`src/rtl/ps2_pkg.sv`:
```
// Shared PS/2 definitions used by the host transmitter and the keyboard tracker.
//   - host transmitter state encoding
//   - default inhibit / timeout durations in system-clock cycles (50 MHz)
//   - width of the cycle counter that measures both durations
//   - odd-parity helper for a PS/2 data byte
package ps2_pkg;

    localparam int PS2_INHIBIT_CYCLES = 5000;    // 100 us clock-low inhibit
    localparam int PS2_TIMEOUT_CYCLES = 750000;  // 15 ms wait for any device edge
    localparam int PS2_CNT_W          = 20;

    typedef enum logic [2:0] {
        ST_IDLE    = 3'd0,
        ST_INHIBIT = 3'd1,
        ST_REQ     = 3'd2,
        ST_XFER    = 3'd3,
        ST_ACK     = 3'd4,
        ST_WAIT_HI = 3'd5
    } ps2_tx_state_t;

    // PS/2 frames carry odd parity: the parity bit makes the total count of ones odd.
    function automatic logic odd_parity(input logic [7:0] b);
        return ~^b;
    endfunction

endpackage

```
`src/rtl/ps2_sync_edge.sv`:
```
// Two-flop synchronizer for one raw PS/2 pad level, plus falling-edge detect.
//   clock   : system clock
//   resetn  : asynchronous active-low reset; all flops preset to 1 (idle bus level)
//   din     : raw pad level
//   level   : synchronized level
//   fall    : one-cycle pulse when level was 1 last cycle and is 0 now
module ps2_sync_edge (
    input  logic clock,
    input  logic resetn,
    input  logic din,
    output logic level,
    output logic fall
);

    logic meta;
    logic sync;
    logic prev;

    // Presetting to 1 keeps a released bus from looking like a fall after reset.
    always_ff @(posedge clock or negedge resetn) begin
        if (!resetn) begin
            meta <= 1'b1;
            sync <= 1'b1;
            prev <= 1'b1;
        end else begin
            // NOTE: non-blocking assignments so each flop takes the previous stage's old value.
            meta <= din;
            sync <= meta;
            prev <= sync;
        end
    end

    assign level = sync;
    assign fall  = prev & ~sync;

endmodule

```
`src/rtl/ps2_host_tx.sv`:
```
// PS/2 host-to-device command transmitter.
// Inhibits the bus, requests to send, then shifts out start, 8 data bits
// (LSB first), odd parity and stop on device clock falls, and checks the
// device ack bit. The pads are open-drain: an *_oe of 1 pulls that pad low
// in the top-level wrapper; this block has no inout ports.
//   clock, resetn            : system clock, asynchronous active-low reset
//   cmd_data/cmd_valid/ready : byte handshake, accepted only in IDLE
//   ps2_clk_in, ps2_dat_in   : raw pad levels
//   ps2_clk_oe, ps2_dat_oe   : pull-low enables for the pads
//   done / err               : one-cycle result pulses (ack / nack or timeout)
//   busy                     : high whenever not IDLE
module ps2_host_tx
    import ps2_pkg::*;
#(
    parameter int INHIBIT_CYCLES = PS2_INHIBIT_CYCLES,
    parameter int TIMEOUT_CYCLES = PS2_TIMEOUT_CYCLES
) (
    input  logic       clock,
    input  logic       resetn,
    input  logic [7:0] cmd_data,
    input  logic       cmd_valid,
    output logic       cmd_ready,
    input  logic       ps2_clk_in,
    input  logic       ps2_dat_in,
    output logic       ps2_clk_oe,
    output logic       ps2_dat_oe,
    output logic       done,
    output logic       err,
    output logic       busy
);

    localparam logic [PS2_CNT_W-1:0] INHIBIT_LAST = PS2_CNT_W'(INHIBIT_CYCLES - 1);
    localparam logic [PS2_CNT_W-1:0] TIMEOUT_LAST = PS2_CNT_W'(TIMEOUT_CYCLES - 1);
    localparam logic [PS2_CNT_W-1:0] CNT_ONE      = PS2_CNT_W'(1);

    logic clk_level;
    logic clk_fall;
    logic dat_level;
    logic dat_fall_unused;

    ps2_sync_edge u_clk_sync (
        .clock  (clock),
        .resetn (resetn),
        .din    (ps2_clk_in),
        .level  (clk_level),
        .fall   (clk_fall)
    );

    ps2_sync_edge u_dat_sync (
        .clock  (clock),
        .resetn (resetn),
        .din    (ps2_dat_in),
        .level  (dat_level),
        .fall   (dat_fall_unused)
    );

    ps2_tx_state_t         state_q, state_d;
    logic [8:0]            shift_q, shift_d;     // {parity, data}, shifted right per bit
    logic [3:0]            bit_cnt_q, bit_cnt_d;
    logic [PS2_CNT_W-1:0]  cyc_q, cyc_d;
    logic                  dat_oe_q, dat_oe_d;
    logic                  nack_q, nack_d;       // ack bit sampled high
    logic                  done_q, done_d;
    logic                  err_q, err_d;
    logic                  device_timed;

    always_ff @(posedge clock or negedge resetn) begin
        if (!resetn) begin
            state_q   <= ST_IDLE;
            shift_q   <= '0;
            bit_cnt_q <= '0;
            cyc_q     <= '0;
            dat_oe_q  <= 1'b0;
            nack_q    <= 1'b0;
            done_q    <= 1'b0;
            err_q     <= 1'b0;
        end else begin
            state_q   <= state_d;
            shift_q   <= shift_d;
            bit_cnt_q <= bit_cnt_d;
            cyc_q     <= cyc_d;
            dat_oe_q  <= dat_oe_d;
            nack_q    <= nack_d;
            done_q    <= done_d;
            err_q     <= err_d;
        end
    end

    // States in which progress depends on the device clocking the bus.
    assign device_timed = (state_q == ST_REQ) || (state_q == ST_XFER) ||
                          (state_q == ST_ACK) || (state_q == ST_WAIT_HI);

    always_comb begin
        // NOTE: every output of this block gets a default first, so no path can infer a latch.
        state_d   = state_q;
        shift_d   = shift_q;
        bit_cnt_d = bit_cnt_q;
        cyc_d     = cyc_q;
        dat_oe_d  = dat_oe_q;
        nack_d    = nack_q;
        done_d    = 1'b0;
        err_d     = 1'b0;

        unique case (state_q)
            ST_IDLE: begin
                if (cmd_valid) begin
                    state_d   = ST_INHIBIT;
                    shift_d   = {odd_parity(cmd_data), cmd_data};
                    bit_cnt_d = '0;
                    cyc_d     = '0;
                    dat_oe_d  = 1'b0;
                    nack_d    = 1'b0;
                end
            end
            ST_INHIBIT: begin
                if (cyc_q == INHIBIT_LAST) begin
                    // Start bit goes low on the same edge the clock line is released.
                    state_d  = ST_REQ;
                    dat_oe_d = 1'b1;
                    cyc_d    = '0;
                end else begin
                    cyc_d = cyc_q + CNT_ONE;
                end
            end
            ST_REQ: begin
                if (clk_fall) begin
                    dat_oe_d  = ~shift_q[0];
                    shift_d   = shift_q >> 1;
                    bit_cnt_d = 4'd1;
                    state_d   = ST_XFER;
                end
            end
            ST_XFER: begin
                if (clk_fall) begin
                    bit_cnt_d = bit_cnt_q + 4'd1;
                    if (bit_cnt_q == 4'd9) begin
                        dat_oe_d = 1'b0;            // stop bit: release data
                        state_d  = ST_ACK;
                    end else begin
                        dat_oe_d = ~shift_q[0];     // data bits 1..7, then parity
                        shift_d  = shift_q >> 1;
                    end
                end
            end
            ST_ACK: begin
                if (clk_fall) begin
                    nack_d  = dat_level;
                    state_d = ST_WAIT_HI;
                end
            end
            ST_WAIT_HI: begin
                if (clk_level && dat_level) begin
                    done_d  = ~nack_q;
                    err_d   = nack_q;
                    state_d = ST_IDLE;
                end
            end
            default: state_d = ST_IDLE;
        endcase

        // The watchdog restarts on every device clock fall; expiry overrides
        // whatever the state logic chose, so done and err can never coincide.
        if (device_timed) begin
            if (clk_fall) begin
                cyc_d = '0;
            end else if (cyc_q == TIMEOUT_LAST) begin
                state_d  = ST_IDLE;
                dat_oe_d = 1'b0;
                done_d   = 1'b0;
                err_d    = 1'b1;
                cyc_d    = '0;
            end else begin
                cyc_d = cyc_q + CNT_ONE;
            end
        end
    end

    assign cmd_ready  = (state_q == ST_IDLE);
    assign busy       = (state_q != ST_IDLE);
    assign ps2_clk_oe = (state_q == ST_INHIBIT);
    assign ps2_dat_oe = dat_oe_q;
    assign done       = done_q;
    assign err        = err_q;

endmodule

```
`config.mk`:
```
export PLATFORM = sky130hd
export DESIGN_NAME = ps2_host_tx
export DESIGN_NICKNAME = d
export VERILOG_FILES = /design/src/rtl/ps2_pkg.sv /design/src/rtl/ps2_sync_edge.sv /design/src/rtl/ps2_host_tx.sv
export SDC_FILE = /design/constraint.sdc
export NUM_CORES = 1
export LEC_CHECK = 0
export BUFFER_PORTS_ARGS = -buffer_cell sky130_fd_sc_hd__buf_2
export CORE_UTILIZATION = 45
export CTS_CLUSTER_DIAMETER = 100
export DETAILED_ROUTE_END_ITERATION = 12
export GPL_ROUTABILITY_DRIVEN = 0
export GPL_TIMING_DRIVEN = 0
export PLACE_DENSITY_LB_ADDON = 0.25
export SYNTH_ARGS = -nofsm -noshare
export SYNTH_HDL_FRONTEND = slang
export SYNTH_SLANG_ARGS = --single-unit
```
`constraint.sdc`:
```
create_clock -name clock -period 3.4 [get_ports clock]
set_input_delay 0.68 -clock clock [delete_from_list [all_inputs] [get_ports clock]]
set_output_delay 0.68 -clock clock [all_outputs]
set_load 0.02 [all_outputs]
```
==> flow_metrics.py <==
metrics = {
    "placement": {
        "numPortBuffers": 18,
        "place_area_um2": 2730,
        "hpwl_um": 3740,
    },
    "synthesis": {
        "netlist_area_um2": 2550,
        "synthArstFlopShare_pct": 100,
        "syn_area_per_cell_um2": 9.16,
        "netlist_instances": 278,
        "synth_edf_count": 0,
        "netlist-cell-type-count": 49,
        "synth-seq-area-share_pct": 44.5,
        "yosysWarnings": 0,
        "yosysTopAreaCell": "dfrtp_1",
        "synth_seq_cells": 45,
        "yosys-top-cells-count": "dfrtp_1 (40), nand2_1 (40), nor2_1 (17), a21oi_1 (16)",
        "synthFlopType": "dfrtp_1",
        "syn-num-nets": 294,
        "synth_top_area_share_pct": 39.3,
        "netlist_top_cells_area": "dfrtp_1 (39%), nand2_1 (5.9%), dfstp_2 (5.2%)",
    },
    "setup_path": {
        "worstPathRequired_ns": 3.59,
        "r2r_start": "cyc_q[0]$_DFFE_PN0P_",
        "cp-startpoint": "cyc_q[0]$_DFFE_PN0P_",
        "cp_slowest_cell": "or4_1",
        "path_class": "reg2reg",
        "critPathMaxStageDelay_ns": 0.52,
        "cp_max_fo": 7,
        "worstPathArrival_ns": 2.52,
        "path_cells": "ha_1 -> nand3_2 -> or4_1 -> o21ai_2 -> nand2_1 -> a221o_1",
        "start_kind": "flip-flop",
        "ff2ff_path_depth": 6,
        "cp-end-kind": "flip-flop",
    },
    "floorplanning": {
        "initial_core_util_pct": 46.5,
        "core_area_um2": 5470,
        "die_area_um2": 5960,
        "io_pins": 19,
        "rows": 27,
        "die_w_um": 77.2,
        "die_h_um": 77.2,
    },
    "cts": {
        "cts_tree": "built",
        "clk_path_buf_depth": 2,
        "htreeDepth": 2,
        "path_clk_slew_ns": 0.09,
        "clock_sinks": 45,
        "post_cts_buffers": 0,
        "cts_resized": 0,
        "clock_latency_ns": 0.30,
        "postCtsHoldBufs": 0,
        "cts-buffers-inserted": 5,
        "root_buffer": "clkbuf_8",
    },
    "route": {
        "wl_per_cell_um": 14.1,
        "first_iter_violations": 236,
        "num_vias": 2152,
        "drc": 0,
        "first_pass_iters": 4,
        "viasPerCell": 5.72,
        "routed_wl_um": 5300,
        "ant_nets": 0,
    },
    "global_routing": {
        "first_global_vias": 1975,
        "grt_max_degree": 46,
        "antenna_found_initial": 0,
        "grtUsageTotal_pct": 19.4,
        "gr-total-overflow": 0,
        "grt_pass1_wl_um": 9260,
    },
    "timing": {
        "setup_viol": 0,
        "hold_viol": 0,
        "whs_ns": 0.358,
        "period_minus_slack_ns": 2.33,
        "rsz0062_at_grt": "no",
        "fmax_mhz": 430,
        "fin_crit_sh_pct": 68.5,
        "tns_ns": 0,
        "relSlewSlack_pct": 35.3,
        "report.final.slew_viol_count": 0,
        "worst_pin_slew_ns": 0.971,
        "finClkSkew_ns": 0.0145,
    },
    "layout": {
        "final_area_um2": 2820,
        "layout-drive-gt1-share_pct": 15.5,
        "num_antenna_cells": 0,
        "area_delta_synth_final_pct": 10.9,
        "fin_util_pct": 51.6,
        "nNetsFinal": 319,
    },
    "min_path": {
        "min_path_cells": 0,
        "worstHoldPathType": "reg2reg",
        "min_from": "u_clk_sync.meta$_DFF_PN1_",
    },
    "power": {
        "leakage_uw": 0.00115,
        "p_per_area_nw_per_um2": 330,
        "max-vdd-ir-drop_mv": 0.242,
    },
    "run_status": {
        "status": "finished, final reports clean",
    },
    "run": {
        "cap_violations": 0,
    },
}
[worst max-delay path, delay by kind of cell, from the launching register on]
kind,cells,cell delay [ns]
compound gates,2,0.54
simple gates,3,0.90
flops,1,0.45
fa+ha+maj,1,0.34
[worst paths after layout]
check | slack (ns) | to
worst min register to register | 0.36 | u_clk_sync.level$_DFF_PN1_
min in group asynchronous | 0.53 | done$_DFF_PN0_
max in group asynchronous | 2.26 | cyc_q[16]$_DFFE_PN0P_
worst max register to register | 1.07 | cyc_q[3]$_DFFE_PN0P_
worst max-delay path | 1.07 | cyc_q[3]$_DFFE_PN0P_
worst min-delay path | 0.36 | u_clk_sync.level$_DFF_PN1_
[registers in the layout, indices dropped and copies added, names as in the netlist]
name / flops
bit_cnt_q: 4
done: 1
err: 1
u_dat_sync.level: 1
u_clk_sync.level: 1
u_clk_sync.prev: 1
nack_q: 1
ps2_dat_oe: 1
u_dat_sync.meta: 1
u_clk_sync.meta: 1
cyc_q: 20
state_q: 3
shift_q: 9
[kinds of logic after synthesis]
family	Yosys count	share of synthesized area, %
AO/OA/AOI/OAI	66	17.6
XOR/XNOR	15	5.16
adder cells (fa/ha/maj)	3	1.47
buffers and inverters	21	3.69
flip-flops	45	44.5
multiplexers	4	1.57
AND/OR/NAND/NOR	124	26.0
[layout by cell type (no fill, tap or decap), drive strengths merged, types with 7 or more instances in the layout]
cell | synthesis | routed
nand2 | 40 | 40
dfrtp | 40 | 40
buf | 8 | 26
nor2 | 17 | 17
a21oi | 17 | 17
o21ai | 15 | 15
xnor2 | 13 | 13
clkbuf | 5 | 11
nand3 | 9 | 9
inv | 8 | 8
a31oi | 8 | 8
nand4 | 7 | 7
nor3 | 7 | 7
nor4 | 7 | 7
[layout make-up]
type / instances / area [um2]
Clock inverter: 2 / 13.8
Timing Repair Buffer: 18 / 90.1
Multi-Input combinational cell: 212 / 1320
Buffer: 13 / 63.8
Sequential cell: 45 / 1130
Tap cell: 72 / 90.1
Fill cell: 523 / 2650
Inverter: 8 / 30.0
Clock buffer: 6 / 82.6
[power breakdown]
part           switching [uW]  internal (uW)  total [uW]
clock                     184            165         349
combinational            23.3           16.2        39.5
sequential               1.98            540         542
[per-stage QoR]
| stage | total power, uW | setup slack (ns) | cells |
|---|---|---|---|
| after floorplan | 571 | 1.39 | 278 |
| after global routing | 973 | 0.951 | 376 |
| after CTS | 943 | 1.08 | 376 |
| after global placement | 593 | 1.10 | 368 |
| final | 931 | 1.07 | 376 |
| after detailed placement | 593 | 1.09 | 368 |
[layer usage]
| layer | up-vias | global-route usage (%) | wire, um |
|---|---|---|---|
| met5 | - | 0 | 0 |
| met4 | 0 | 5.66 | 51 |
| met3 | 5 | 3.93 | 224 |
| met2 | 47 | 29.0 | 2350 |
| met1 | 1043 | 28.2 | 2670 |
| li1 | 1057 | - | - |
Power figures use the tool's default switching activity.
